File: src/rtl/fetch_stage_pkg.sv
`default_nettype none
// ============================================================================
// Module   : fetch_stage_pkg
// Purpose  : Shared opcodes, field helpers and next-PC source encoding.
// Revision : 1.0
// ============================================================================
package fetch_stage_pkg;

    localparam logic [3:0]  c_OP_JUMP = 4'b1100;
    localparam logic [3:0]  c_OP_BEQ  = 4'b1010;
    localparam logic [15:0] c_NOP     = 16'h0000;

    typedef enum logic [1:0] {
        SRC_REDIRECT = 2'd0,
        SRC_STALL    = 2'd1,
        SRC_JUMP     = 2'd2,
        SRC_SEQ      = 2'd3
    } pc_src_t;

    function automatic logic [3:0] opcode_of(input logic [15:0] instr);
        return instr[15:12];
    endfunction

    // The jump immediate is a word index; convert it to a byte address.
    function automatic logic [15:0] jump_target(input logic [15:0] instr);
        return {3'b000, instr[11:0], 1'b0};
    endfunction

endpackage
`default_nettype wire

File: src/rtl/fetch_stage_if.sv
`default_nettype none
// ============================================================================
// Module   : fetch_stage_if
// Purpose  : Fetch-stage control, instruction-memory and IF/ID signal bundle.
// Revision : 1.0
// ============================================================================
interface fetch_stage_if;

    logic        stall;
    logic        redirect_valid;
    logic [15:0] redirect_pc;
    logic [15:0] pc_out;
    logic [15:0] instruction_in;
    logic [15:0] ifid_instruction;
    logic [15:0] ifid_pc;
    logic        ifid_valid;
    logic        fetch_fault;

    modport master (
        input  stall,
        input  redirect_valid,
        input  redirect_pc,
        input  instruction_in,
        output pc_out,
        output ifid_instruction,
        output ifid_pc,
        output ifid_valid,
        output fetch_fault
    );

    modport slave (
        output stall,
        output redirect_valid,
        output redirect_pc,
        output instruction_in,
        input  pc_out,
        input  ifid_instruction,
        input  ifid_pc,
        input  ifid_valid,
        input  fetch_fault
    );

endinterface
`default_nettype wire

File: src/rtl/fetch_stage_next_pc_select.sv
`default_nettype none
// ============================================================================
// Module   : next_pc_select
// Purpose  : Combinational next-PC priority mux and PC range check.
// Revision : 1.0
// ============================================================================
module next_pc_select
    import fetch_stage_pkg::*;
#(
    parameter int MEM_WORDS = 15,
    parameter int PC_STEP   = 2
) (
    input  wire logic [15:0] i_pc,
    input  wire logic        i_stall,
    input  wire logic        i_redirect_valid,
    input  wire logic [15:0] i_redirect_pc,
    input  wire logic [15:0] i_instruction,
    output      logic [15:0] o_next_pc,
    output      pc_src_t     o_src,
    output      logic        o_out_of_range
);

    localparam logic [14:0] c_mem_words = 15'(MEM_WORDS);
    localparam logic [15:0] c_last_pc   = 16'(2 * MEM_WORDS - 2);
    localparam logic [15:0] c_pc_step   = 16'(PC_STEP);

    logic w_is_jump;

    assign o_out_of_range = (i_pc[15:1] >= c_mem_words);
    // A fetched word outside memory is garbage, so it must not trigger a jump.
    assign w_is_jump      = !o_out_of_range && (opcode_of(i_instruction) == c_OP_JUMP);

    always_comb begin
        o_src     = SRC_SEQ;
        o_next_pc = i_pc + c_pc_step;
        if (i_redirect_valid) begin
            o_src     = SRC_REDIRECT;
            o_next_pc = i_redirect_pc & 16'hFFFE;
        end else if (i_stall) begin
            o_src     = SRC_STALL;
            o_next_pc = i_pc;
        end else if (w_is_jump) begin
            o_src     = SRC_JUMP;
            o_next_pc = jump_target(i_instruction);
        end else if (i_pc == c_last_pc) begin
            o_next_pc = 16'h0000;
        end
    end

endmodule
`default_nettype wire

File: src/rtl/fetch_stage.sv
`default_nettype none
// ============================================================================
// Module   : fetch_stage
// Purpose  : Instruction fetch: PC register, IF/ID pipeline register, fault flag.
// Revision : 1.0
// ============================================================================
module fetch_stage
    import fetch_stage_pkg::*;
#(
    parameter int MEM_WORDS = 15,
    parameter int PC_STEP   = 2
) (
    input  wire logic     clk,
    input  wire logic     reset,
    fetch_stage_if.master bus
);

    logic [15:0] r_pc;
    logic [15:0] r_ifid_instruction;
    logic [15:0] r_ifid_pc;
    logic        r_ifid_valid;
    logic        r_fetch_fault;

    logic [15:0] w_next_pc;
    pc_src_t     w_src;
    logic        w_out_of_range;

    next_pc_select #(
        .MEM_WORDS (MEM_WORDS),
        .PC_STEP   (PC_STEP)
    ) u_next_pc_select (
        .i_pc             (r_pc),
        .i_stall          (bus.stall),
        .i_redirect_valid (bus.redirect_valid),
        .i_redirect_pc    (bus.redirect_pc),
        .i_instruction    (bus.instruction_in),
        .o_next_pc        (w_next_pc),
        .o_src            (w_src),
        .o_out_of_range   (w_out_of_range)
    );

    always_ff @(posedge clk) begin
        if (reset) begin
            r_pc               <= 16'h0000;
            r_ifid_instruction <= c_NOP;
            r_ifid_pc          <= 16'h0000;
            r_ifid_valid       <= 1'b0;
            r_fetch_fault      <= 1'b0;
        end else begin
            r_pc <= w_next_pc;
            if (w_out_of_range) begin
                r_fetch_fault <= 1'b1;
            end
            case (w_src)
                SRC_REDIRECT: begin
                    // Flush: ifid_pc deliberately keeps its previous value.
                    r_ifid_instruction <= c_NOP;
                    r_ifid_valid       <= 1'b0;
                end
                SRC_STALL: begin
                end
                default: begin
                    r_ifid_pc <= r_pc;
                    if (w_out_of_range) begin
                        r_ifid_instruction <= c_NOP;
                        r_ifid_valid       <= 1'b0;
                    end else begin
                        r_ifid_instruction <= bus.instruction_in;
                        r_ifid_valid       <= 1'b1;
                    end
                end
            endcase
        end
    end

    assign bus.pc_out           = r_pc;
    assign bus.ifid_instruction = r_ifid_instruction;
    assign bus.ifid_pc          = r_ifid_pc;
    assign bus.ifid_valid       = r_ifid_valid;
    assign bus.fetch_fault      = r_fetch_fault;

endmodule
`default_nettype wire
File: src/flat_wrapper.sv
// flat-port wrapper written by rule: the top's interface ports become plain ports
module fetch_stage_flat import fetch_stage_pkg::*;
#(
    parameter int MEM_WORDS = 15,
    parameter int PC_STEP   = 2
)
  (clk, reset, bus_stall, bus_redirect_valid, bus_redirect_pc, bus_instruction_in, bus_pc_out, bus_ifid_instruction, bus_ifid_pc, bus_ifid_valid, bus_fetch_fault);
  fetch_stage_if bus_i ();
  input  wire logic clk;
  input  wire logic reset;
  input wire logic [$bits(bus_i.stall)-1:0] bus_stall;
  input wire logic [$bits(bus_i.redirect_valid)-1:0] bus_redirect_valid;
  input wire logic [$bits(bus_i.redirect_pc)-1:0] bus_redirect_pc;
  input wire logic [$bits(bus_i.instruction_in)-1:0] bus_instruction_in;
  output wire logic [$bits(bus_i.pc_out)-1:0] bus_pc_out;
  output wire logic [$bits(bus_i.ifid_instruction)-1:0] bus_ifid_instruction;
  output wire logic [$bits(bus_i.ifid_pc)-1:0] bus_ifid_pc;
  output wire logic [$bits(bus_i.ifid_valid)-1:0] bus_ifid_valid;
  output wire logic [$bits(bus_i.fetch_fault)-1:0] bus_fetch_fault;
  assign bus_i.stall = bus_stall;
  assign bus_i.redirect_valid = bus_redirect_valid;
  assign bus_i.redirect_pc = bus_redirect_pc;
  assign bus_i.instruction_in = bus_instruction_in;
  assign bus_pc_out = bus_i.pc_out;
  assign bus_ifid_instruction = bus_i.ifid_instruction;
  assign bus_ifid_pc = bus_i.ifid_pc;
  assign bus_ifid_valid = bus_i.ifid_valid;
  assign bus_fetch_fault = bus_i.fetch_fault;
  fetch_stage #(.MEM_WORDS(MEM_WORDS), .PC_STEP(PC_STEP)) u_core (.clk(clk), .reset(reset), .bus(bus_i));
endmodule
File: config.mk
export PLATFORM = sky130hd
export DESIGN_NAME = fetch_stage_flat
export DESIGN_NICKNAME = d
export VERILOG_FILES = /design/src/rtl/fetch_stage_pkg.sv /design/src/rtl/fetch_stage_if.sv /design/src/rtl/fetch_stage_next_pc_select.sv /design/src/rtl/fetch_stage.sv /design/src/flat_wrapper.sv
export SDC_FILE = /design/constraint.sdc
export NUM_CORES = 1
export LEC_CHECK = 0
export CAP_MARGIN = 10
export CELL_PAD_IN_SITES_DETAIL_PLACEMENT = 1
export CELL_PAD_IN_SITES_GLOBAL_PLACEMENT = 1
export CORE_ASPECT_RATIO = 1.75
export CORE_MARGIN = 3
export CORE_UTILIZATION = 32
export DETAILED_ROUTE_END_ITERATION = 12
export GPL_TIMING_DRIVEN = 0
export PLACE_DENSITY = 0.9
export SETUP_SLACK_MARGIN = 0.2
export SLEW_MARGIN = 5
export SYNTH_ARGS = -nofsm -noshare
export SYNTH_HDL_FRONTEND = slang
export SYNTH_SLANG_ARGS = --single-unit
File: constraint.sdc
create_clock -name clk -period 2.1 [get_ports clk]
set_clock_uncertainty 0.05 [all_clocks]
set_input_delay 0.42 -clock clk [delete_from_list [all_inputs] [get_ports clk]]
set_output_delay 0.42 -clock clk [all_outputs]
set_load 0.005 [all_outputs]
==> results of run 1 <==
where the power goes:
group	leakage, nW	switching [W]	internal [W]	total (W)
sequential	0.411	0.0000444	0.000983	0.00103
combinational	0.859	0.000241	0.000222	0.000463
clock	0.0739	0.000359	0.000473	0.000833
total	1.34	0.000645	0.00168	0.00232
metrics by stage:
| step | instances | util |
|---|---|---|
| finish | 482 | 0.526 |
| CTS | 474 | 0.496 |
| global placement | 462 | 0.460 |
| global route | 482 | 0.526 |
| detailed placement | 462 | 0.460 |
| floorplan | 294 | - |
area by class of cell:
type | count | area [um2]
plain buffers | 24 | 153
flip-flops and latches | 50 | 1020
clock inverters | 1 | 5.00
fillers | 846 | 3430
inverters | 7 | 26.3
well taps | 86 | 108
repair buffers | 93 | 906
clock buffers | 7 | 143
multi-input cells | 214 | 1450
cells by family (layout without fill, tap and decap cells):
logic type	count (synthesis)	count (layout)
simple gates	123	123
compound gates	76	77
flops	50	50
buf+inv	31	132
xor+xnor	12	12
fa+ha+maj	1	1
mux	1	1
critical path, cell delays in order:
cell and delay, ns:
dlygate4sd2_1 0.39, clkbuf_2 0.33, clkbuf_2 0.30, nand2_1 0.11, o21ai_0 0.29, a31oi_1 0.10, a21oi_1 0.22
registers in the layout, indices dropped and copies added, names as in the netlist:
name and cells:
u_core.bus.ifid_instruction 16, u_core.bus.ifid_pc 16, u_core.bus.pc_out 16, u_core.bus.fetch_fault 1
u_core.bus.ifid_valid 1
per-layer routing:
| layer | global-route usage | vias to the layer above | share of wire |
|---|---|---|---|
| met5 | 0 | - | 0 |
| met4 | 0.126 | 0 | 0.044 |
| met3 | 0.0374 | 41 | 0.052 |
| met2 | 0.401 | 127 | 0.56 |
| met1 | 0.207 | 1363 | 0.34 |
| li1 | - | 1239 | - |
layout by cell type (no fill, tap or decap), types with 2 or more instances in the layout:
cell	synthesis	final
a22oi_1	13	13
clkdlybuf4s50_1	0	81
a21oi_1	31	30
o21ai_0	7	6
nand3_1	5	5
clkbuf_2	0	3
buf_4	0	11
a221oi_2	1	5
xor2_1	10	10
inv_1	6	6
nand2b_1	2	2
buf_6	3	5
nand4_1	3	3
a22oi_2	3	3
and3_1	7	6
nor4_2	3	5
buf_2	6	2
a31oi_1	2	2
nor3_1	7	5
dfxtp_1	50	42
dfxtp_2	0	6
a22o_1	2	2
clkbuf_4	1	3
nor3_2	0	2
o22ai_1	2	2
clkbuf_1	14	11
dfxtp_4	0	2
nand2_2	1	3
clkbuf_16	0	5
nor3_4	2	2
nor2_1	29	28
xnor2_1	2	2
nor2_2	3	3
nor4_4	0	3
a211oi_1	3	2
nand2_1	50	48
how the worst min path moves through the flow:
| stage | end | from | slack (ns) | cells past startpoint |
|---|---|---|---|---|
| after detailed placement | u_core.bus.ifid_pc[3] | u_core.bus.ifid_pc[3] | 0.40 | 2 |
| final | u_core.bus.ifid_pc[1] | u_core.bus.ifid_pc[1] | 0.41 | 2 |
| after CTS | u_core.bus.ifid_pc[1] | u_core.bus.ifid_pc[1] | 0.41 | 2 |
| after global routing | u_core.bus.ifid_pc[6] | u_core.bus.ifid_pc[6] | 0.43 | 2 |
| after floorplan | u_core.bus.ifid_pc[0] | u_core.bus.ifid_pc[0] | 0.40 | 2 |
| after global placement | u_core.bus.ifid_pc[15] | u_core.bus.ifid_pc[15] | 0.39 | 2 |
repair_timing:
action,CTS,global route
buffers inserted,4,7
cloned,0,1
pin swaps,3,7
setup endpoints to repair,34,29
endpoints found under the hold margin,0,0
resized for setup,19,41
==> impl_metrics.py, run 1 <==
metrics = {
    "grt": {
        "grt_use_total": 0.213,
        "grt_pass1_vias": 2910,
        "grt_pass1_wl_um": 14400,
        "antenna_found_initial": 0,
        "grt_max_degree": 15,
        "overflow": 0,
    },
    "critical_path": {
        "cp-end-kind": "flip-flop",
        "cp-start-kind": "input pin",
        "cp_max_fo": 10,
        "r2r_start": "u_core.bus.pc_out[3]",
        "cp-endpoint": "u_core.bus.pc_out[12]",
        "reg2regPathDepth": 6,
        "crit_required_ns": 2.26,
        "critPathKind": "input pin to flip-flop",
        "critical_path.reg2reg.endpoint": "u_core.bus.pc_out[13]",
        "rrSetupSlack_ns": 0.13,
        "startpoint": "bus_stall",
        "critPathArrivalTime_ns": 2.17,
    },
    "logic_synthesis": {
        "synth_compound_area_frac": 0.215,
        "synth_edf_count": 0,
        "synth.distinct_cells": 45,
        "synth_fa_ha_area_frac": 0.00521,
        "synth_top_family_by_area": "simple AND/OR/NAND/NOR gates",
        "synth.top_cell.area_share": 0.417,
        "yosys.area_share.simple": 0.253,
        "yosys-top-cells-area": "dfxtp_1 42%, nand2_1 7.8%, a21oi_1 6.5%",
        "syn_nets": 331,
        "synth.area.mux_share": 0.00417,
        "synthFlopType": "dfxtp_1",
        "synthTopCellsByCount": "50 x dfxtp_1, 50 x nand2_1, 31 x a21oi_1",
        "ys_async_sr_fraction": 0,
        "seq_area_frac_synth": 0.417,
        "syn_area_um2": 2400,
        "yosysWarnings": 0,
        "synth_top_area_cell": "dfxtp_1",
        "synth-seq-cells": 50,
        "synth.avg_cell_area_um2": 8.17,
        "syn_inst": 294,
        "synth-xor-area-share": 0.0438,
    },
    "finish": {
        "antennaDiodeCount": 0,
        "finalInstanceArea_um2": 3810,
        "final_nets": 432,
        "syn_to_final_growth_pct": 58.5,
        "drive_above_1_share": 0.202,
    },
    "run": {
        "drv_cap": 0,
    },
    "power_and_ir_drop": {
        "peakVddDrop_v": 0.000447,
        "pwr_density_cell_nw_per_um2": 610,
        "p_total_w": 0.00232,
        "p_leak_nw": 1.34,
    },
    "placement": {
        "io_buffers": 82,
        "gp_congestion": 0.899,
        "dpl_cell_area_um2": 3330,
        "place_ws_ns": -0.488,
        "dp_hpwl_um": 6750,
    },
    "routing": {
        "viasPerCell": 5.75,
        "wl_per_cell_um": 21.8,
        "ant_nets": 0,
        "drc": 0,
        "drt_iter0_drc": 169,
        "detail_route.first_pass.iterations": 4,
        "vias": 2770,
        "wirelength_um": 10500,
    },
    "outcome": {
        "status": "finished clean",
    },
    "cts": {
        "cts.sinks": 50,
        "clockBufferDepth": 2,
        "cts_tree": "built",
        "cts_inserted_buffers": 5,
        "h-tree-depth": 2,
        "clk_latency_ns": 0.30,
        "clk_pin_slew_ns": 0.07,
        "hold_buffers": 0,
        "cts-root-buf": "clkbuf_16",
    },
    "die": {
        "die-area_um2": 8620,
        "std_cell_rows": 41,
        "io_pins": 86,
        "die_w_um": 71.5,
        "die_y_um": 121,
        "floorplan.initialDensity": 0.332,
        "core-area_um2": 7230,
    },
    "sta": {
        "hold_viol_final": 0,
        "whs_ns": 0.406,
        "slew_headroom": 0.598,
        "final_max_slew_viol_count": 0,
        "max_freq_mhz": 496,
        "setup_tns_ns": 0,
        "setup_ws_ns": 0.0847,
        "setup_viol": 0,
        "period_share": 0.960,
        "rsz0062_at_grt": "true",
        "worstMarginPinSlew_ns": 0.603,
        "layout_min_cycle_time_ns": 2.02,
    },
    "worst_hold_path": {
        "hp-class": "flip-flop to flip-flop",
    },
}
Power figures use the tool's default switching activity.
==> inputs of run 2 (changes only) <==
--- a/config.mk
+++ b/config.mk
@@ -10,12 +10,13 @@
 export CELL_PAD_IN_SITES_GLOBAL_PLACEMENT = 1
 export CORE_ASPECT_RATIO = 1.75
 export CORE_MARGIN = 3
-export CORE_UTILIZATION = 32
+export CORE_UTILIZATION = 30
 export DETAILED_ROUTE_END_ITERATION = 12
 export GPL_TIMING_DRIVEN = 0
-export PLACE_DENSITY = 0.9
+export PLACE_DENSITY = 0.85
 export SETUP_SLACK_MARGIN = 0.2
 export SLEW_MARGIN = 5
 export SYNTH_ARGS = -nofsm -noshare
 export SYNTH_HDL_FRONTEND = slang
+export SYNTH_HIERARCHICAL = 1
 export SYNTH_SLANG_ARGS = --single-unit
==> constraint.sdc (replaced) <==
create_clock -name clk -period 1.7 [get_ports clk]
set_clock_uncertainty 0.05 [all_clocks]
set_input_delay 0.34 -clock clk [delete_from_list [all_inputs] [get_ports clk]]
set_output_delay 0.34 -clock clk [all_outputs]
set_load 0.005 [all_outputs]
==> impl_metrics.py, run 2 <==
metrics = {
    "run": {
        "drv_cap": 0,
    },
    "cts": {
        "cts_inserted_buffers": 5,
        "h-tree-depth": 2,
        "clk_pin_slew_ns": 0.07,
        "cts-root-buf": "clkbuf_16",
        "hold_buffers": 0,
        "cts.sinks": 50,
        "clockBufferDepth": 2,
        "cts_tree": "built",
        "clk_latency_ns": 0.31,
    },
    "sta": {
        "period_share": 1.11,
        "setup_viol": 34,
        "setup_tns_ns": -4.08,
        "final_max_slew_viol_count": 0,
        "whs_ns": 0.196,
        "max_freq_mhz": 529,
        "layout_min_cycle_time_ns": 1.89,
        "setup_ws_ns": -0.191,
        "rsz0062_at_grt": "true",
        "slew_headroom": 0.589,
        "hold_viol_final": 0,
        "worstMarginPinSlew_ns": 0.617,
    },
    "grt": {
        "grt_use_total": 0.245,
        "overflow": 0,
        "grt_pass1_wl_um": 18600,
        "antenna_found_initial": 0,
        "grt_max_degree": 15,
        "grt_pass1_vias": 3206,
    },
    "placement": {
        "dp_hpwl_um": 6960,
        "io_buffers": 83,
        "gp_congestion": 0.862,
        "dpl_cell_area_um2": 3730,
    },
    "die": {
        "core-area_um2": 8420,
        "die_w_um": 77.0,
        "die-area_um2": 10000,
        "floorplan.initialDensity": 0.314,
        "std_cell_rows": 44,
        "die_y_um": 130,
        "io_pins": 86,
    },
    "logic_synthesis": {
        "synth.area.mux_share": 0.0605,
        "yosys-top-cells-area": "dfxtp_1 38%, mux2i_1 6.1%, o32ai_2 5.5%",
        "synthFlopType": "dfxtp_1",
        "synth_compound_area_frac": 0.201,
        "syn_area_um2": 2650,
        "synth_most_common_cell": "dfxtp_1",
        "synthTopCellsByCount": "50 x dfxtp_1, 31 x inv_1, 21 x nor2_1, 21 x nor2b_1, 18 x nand2b_1",
        "syn_nets": 334,
        "synth.avg_cell_area_um2": 8.91,
        "yosysWarnings": 6,
        "synth_fa_ha_area_frac": 0.00473,
        "syn_inst": 297,
        "synth_top_family_by_area": "simple AND/OR/NAND/NOR gates",
        "synth-xor-area-share": 0.0331,
        "yosys.area_share.simple": 0.234,
        "synth_edf_count": 0,
        "synth.distinct_cells": 48,
        "synth.top_cell.area_share": 0.378,
        "ys_async_sr_fraction": 0,
        "seq_area_frac_synth": 0.378,
        "synth_top_area_cell": "dfxtp_1",
        "synth-seq-cells": 50,
    },
    "power_and_ir_drop": {
        "pwr_density_cell_nw_per_um2": 676,
        "p_leak_nw": 2.03,
        "peakVddDrop_v": 0.000486,
    },
    "critical_path": {
        "critical_path.reg2reg.endpoint": "u_core/bus.pc_out[3]",
        "reg2regPathDepth": 8,
        "cp-start-kind": "flip-flop",
        "cp-end-kind": "flip-flop",
        "r2r_start": "u_core/bus.pc_out[7]",
        "critPathArrivalTime_ns": 2.01,
        "crit_required_ns": 1.82,
        "rrSetupSlack_ns": -0.19,
        "critPathKind": "flip-flop to flip-flop",
        "cp_max_fo": 8,
    },
    "routing": {
        "wl_per_cell_um": 23.2,
        "detail_route.first_pass.iterations": 4,
        "vias": 2981,
        "drt_iter0_drc": 117,
        "viasPerCell": 5.37,
        "wirelength_um": 12900,
        "drc": 0,
        "ant_nets": 0,
    },
    "finish": {
        "multi_input_comb_area_um2": 1940,
        "fillCellCount": 927,
        "finalInstanceArea_um2": 4870,
        "layout_commonest_cell": "dlygate4sd2_1",
        "final_core_util": 0.579,
        "antennaDiodeCount": 0,
        "layout_common_cells": "49 x dlygate4sd2_1, 39 x buf_4, 30 x inv_1, 30 x dfxtp_1, 27 x clkdlybuf4s50_1",
        "syn_to_final_growth_pct": 84.2,
        "drive_above_1_share": 0.377,
        "regArea_um2": 1060,
        "final_nets": 476,
    },
    "outcome": {
        "status": "finished with violations",
        "violations": "setup timing",
    },
    "worst_hold_path": {
        "hp-class": "input pin to flip-flop",
        "whs_path_depth": 2,
        "min_from": "reset",
        "hold_path_end": "u_core/bus.pc_out[9]",
    },
}
run 2: worst max path at each step:
stage / start / endpoint / slack [ns] / cells after the start
2_1_floorplan: u_core/bus.pc_out[12] / u_core/bus.pc_out[15] / -0.06 / 5
3_3_place_gp: bus_stall / u_core/bus.ifid_instruction[10] / -0.77 / 8
3_5_place_dp: bus_stall / u_core/bus.ifid_instruction[11] / -0.86 / 8
4_1_cts: u_core/bus.pc_out[12] / u_core/bus.pc_out[15] / -0.13 / 5
5_1_grt: u_core/bus.pc_out[2] / u_core/bus.pc_out[15] / -0.24 / 6
6_report: u_core/bus.pc_out[7] / u_core/bus.pc_out[3] / -0.19 / 8
run 2: kinds of logic (layout without fill, tap and decap cells):
family                     Yosys count  after routing
and+or+nand+nor                    109            109
AOI/OAI and AO/OA                   62             63
DFF                                 50             50
buffers and inverters               49            191
muxes                               16             16
xor gates and xnor gates            10             10
adders and majority gates            1              1
run 2: timing repair:
action / in CTS / in global routing
setup endpoints to repair: 100 / 51
cloned: 3 / 0
pin swaps: 19 / 11
resized for setup: 150 / 43
setup buffers: 38 / 11
hold endpoints to repair: 0 / 0
run 2: layout make-up:
type	instances	area share
multi-input combinational	199	0.398
timing repair buffer	134	0.253
sequential	50	0.218
buffer	18	0.0421
clock buffer	8	0.0341
tap	115	0.0295
inverter	31	0.0249
run 2: worst max-delay path, stage by stage (launching register included):
cell	delay [ns]
dfxtp_4	0.37
buf_4	0.15
nor4_4	0.17
and3_4	0.26
buf_8	0.15
a2bb2oi_4	0.17
buf_12	0.16
o221ai_2	0.11
nor2b_1	0.16
run 2: routing by layer:
| layer | vias to the layer above | wire length (um) | global-route usage | share of wire |
|---|---|---|---|---|
| met5 | - | 0 | 0 | 0 |
| met4 | 0 | 599 | 0.151 | 0.047 |
| met3 | 40 | 487 | 0.0331 | 0.038 |
| met2 | 128 | 7390 | 0.484 | 0.57 |
| met1 | 1477 | 4400 | 0.236 | 0.34 |
| li1 | 1336 | - | - | - |
run 2: power breakdown:
| group | switching [W] | internal, W | leakage [nW] | total (W) |
|---|---|---|---|---|
| sequential | 0.0000619 | 0.00121 | 0.419 | 0.00128 |
| combinational | 0.000430 | 0.000456 | 1.53 | 0.000886 |
| clock | 0.000464 | 0.000667 | 0.0832 | 0.00113 |
| total | 0.000955 | 0.00234 | 2.03 | 0.00329 |
run 2: per-stage QoR:
step / worst slack (ns) / std cells / total power, W
after CTS: -0.129 / 544 / 0.00315
after detailed placement: -0.865 / 495 / 0.00186
after global placement: -0.766 / 495 / 0.00184
final: -0.191 / 555 / 0.00329
after global routing: -0.236 / 555 / 0.00340
after floorplan: -0.0600 / 297 / 0.00159
==> inputs of run 3 (changes only) <==
--- a/config.mk
+++ b/config.mk
@@ -10,13 +10,12 @@
 export CELL_PAD_IN_SITES_GLOBAL_PLACEMENT = 1
 export CORE_ASPECT_RATIO = 1.75
 export CORE_MARGIN = 3
-export CORE_UTILIZATION = 30
+export CORE_UTILIZATION = 29
 export DETAILED_ROUTE_END_ITERATION = 12
 export GPL_TIMING_DRIVEN = 0
-export PLACE_DENSITY = 0.85
+export PLACE_DENSITY = 0.86
 export SETUP_SLACK_MARGIN = 0.2
 export SLEW_MARGIN = 5
 export SYNTH_ARGS = -nofsm -noshare
 export SYNTH_HDL_FRONTEND = slang
-export SYNTH_HIERARCHICAL = 1
 export SYNTH_SLANG_ARGS = --single-unit
==> impl_metrics.py, run 3 (same netlist as run 1, synthesis figures left out) <==
metrics = {
    "finish": {
        "drive_above_1_share": 0.340,
        "layout_common_cells": "50 x dlygate4sd2_1, 46 x nand2_1, 31 x clkdlybuf4s50_1, 28 x a21oi_1, 28 x nor2_1",
        "layout_commonest_cell": "dlygate4sd2_1",
        "final_nets": 451,
        "regArea_um2": 1060,
        "syn_to_final_growth_pct": 73.7,
        "antennaDiodeCount": 0,
        "multi_input_comb_area_um2": 1650,
        "fillCellCount": 903,
    },
    "die": {
        "die_y_um": 126,
        "core-area_um2": 8020,
        "die-area_um2": 9450,
        "die_w_um": 74.8,
        "std_cell_rows": 43,
        "io_pins": 86,
        "floorplan.initialDensity": 0.300,
    },
    "sta": {
        "setup_tns_ns": -3.37,
        "rsz0062_at_grt": "true",
        "final_max_slew_viol_count": 0,
        "setup_ws_ns": -0.183,
        "period_share": 1.11,
        "hold_viol_final": 0,
        "max_freq_mhz": 531,
        "layout_min_cycle_time_ns": 1.88,
        "slew_headroom": 0.578,
        "setup_viol": 32,
        "worstMarginPinSlew_ns": 0.634,
    },
    "cts": {
        "cts_inserted_buffers": 5,
        "cts.sinks": 50,
        "clockBufferDepth": 2,
        "clk_latency_ns": 0.30,
        "h-tree-depth": 2,
        "clk_pin_slew_ns": 0.07,
        "cts-root-buf": "clkbuf_16",
        "cts_tree": "built",
    },
    "grt": {
        "grt_pass1_wl_um": 16800,
        "overflow": 0,
        "grt_use_total": 0.238,
        "grt_pass1_vias": 3056,
        "antenna_found_initial": 0,
        "grt_max_degree": 15,
    },
    "routing": {
        "ant_nets": 0,
        "vias": 2900,
        "detail_route.first_pass.iterations": 4,
        "drt_iter0_drc": 229,
        "wl_per_cell_um": 23.2,
        "wirelength_um": 11700,
        "drc": 0,
        "viasPerCell": 5.74,
    },
    "worst_hold_path": {
        "hp-class": "flip-flop to flip-flop",
    },
    "placement": {
        "dp_hpwl_um": 6730,
        "gp_congestion": 0.853,
        "io_buffers": 82,
        "place_ws_ns": -0.736,
    },
    "power_and_ir_drop": {
        "pwr_density_cell_nw_per_um2": 704,
        "peakVddDrop_v": 0.000624,
        "p_leak_nw": 1.80,
    },
    "outcome": {
        "status": "finished with violations",
        "violations": "setup timing",
    },
    "critical_path": {
        "cp_cell_sequence": "buf_6, nor4_4, and3_4, buf_8, o22ai_4, a221oi_2, nor2_1",
        "critPathArrivalTime_ns": 1.99,
        "cp_max_fo": 5,
        "cp-end-kind": "flip-flop",
        "crit_required_ns": 1.81,
        "path_delay_family": "simple AND/OR/NAND/NOR gates",
        "cp.buffers_inverters": 2,
        "critPathSlowestCell": "nor4_4",
        "cpPeakStageDelay_ns": 0.37,
        "cp-start-kind": "flip-flop",
        "critPathKind": "flip-flop to flip-flop",
    },
    "run": {
        "drv_cap": 0,
    },
}
## run 3: report_power, final
group	leakage, nW	internal (W)	total, W	switching (W)
Sequential	0.420	0.00121	0.00126	0.0000508
Combinational	1.31	0.000295	0.000641	0.000346
Clock	0.0739	0.000585	0.00104	0.000454
Total	1.80	0.00209	0.00294	0.000851
## run 3: per-stage QoR
step	util	hold WS, ns	power (W)	std cells	instance area, um2
floorplan	-	0.403	0.00150	294	2430
global placement	0.420	0.395	0.00174	466	3370
detailed placement	0.420	0.403	0.00175	466	3370
CTS	0.499	0.409	0.00287	501	4000
global route	0.521	0.423	0.00304	505	4170
finish	0.521	0.404	0.00294	505	4170
## run 3: path summary, 6_finish.rpt
path | cells past startpoint | end | slack, ns | start
worst max register to register | 7 | u_core.bus.pc_out[3] | -0.18 | u_core.bus.pc_out[9]
worst min-delay path | 2 | u_core.bus.ifid_pc[2] | 0.40 | u_core.bus.ifid_pc[2]
worst min register to register | 2 | u_core.bus.ifid_pc[2] | 0.40 | u_core.bus.ifid_pc[2]
worst max-delay path | 7 | u_core.bus.pc_out[3] | -0.18 | u_core.bus.pc_out[9]
## run 3: timing repair
action,4_1_cts,5_1_grt
gates cloned,2,0
hold buffers,0,0
pin swaps,25,15
setup buffers,25,4
setup endpoints to repair,100,44
resized for setup,149,31
## run 3: cell type report
class	instances	share of cell area
Buffer	24	0.0420
Multi-Input combinational cell	214	0.395
Clock buffer	7	0.0342
Tap cell	90	0.0270
Timing Repair Buffer	112	0.241
Inverter	7	0.00630
Sequential cell	50	0.254
Clock inverter	1	0.00120
## run 3: worst min-delay path, cell delays in order (launching register included)
cell and delay [ns]:
dfxtp_1 0.31, nand2_1 0.05, a21oi_1 0.05
## run 3: per-layer routing
| metal | vias up | share of wire | GRT usage |
|---|---|---|---|
| met1 | 1422 | 0.34 | 0.248 |
| met4 | 0 | 0.054 | 0.138 |
| met2 | 149 | 0.55 | 0.421 |
| met5 | - | 0 | 0 |
| li1 | 1280 | - | - |
| met3 | 49 | 0.056 | 0.0500 |
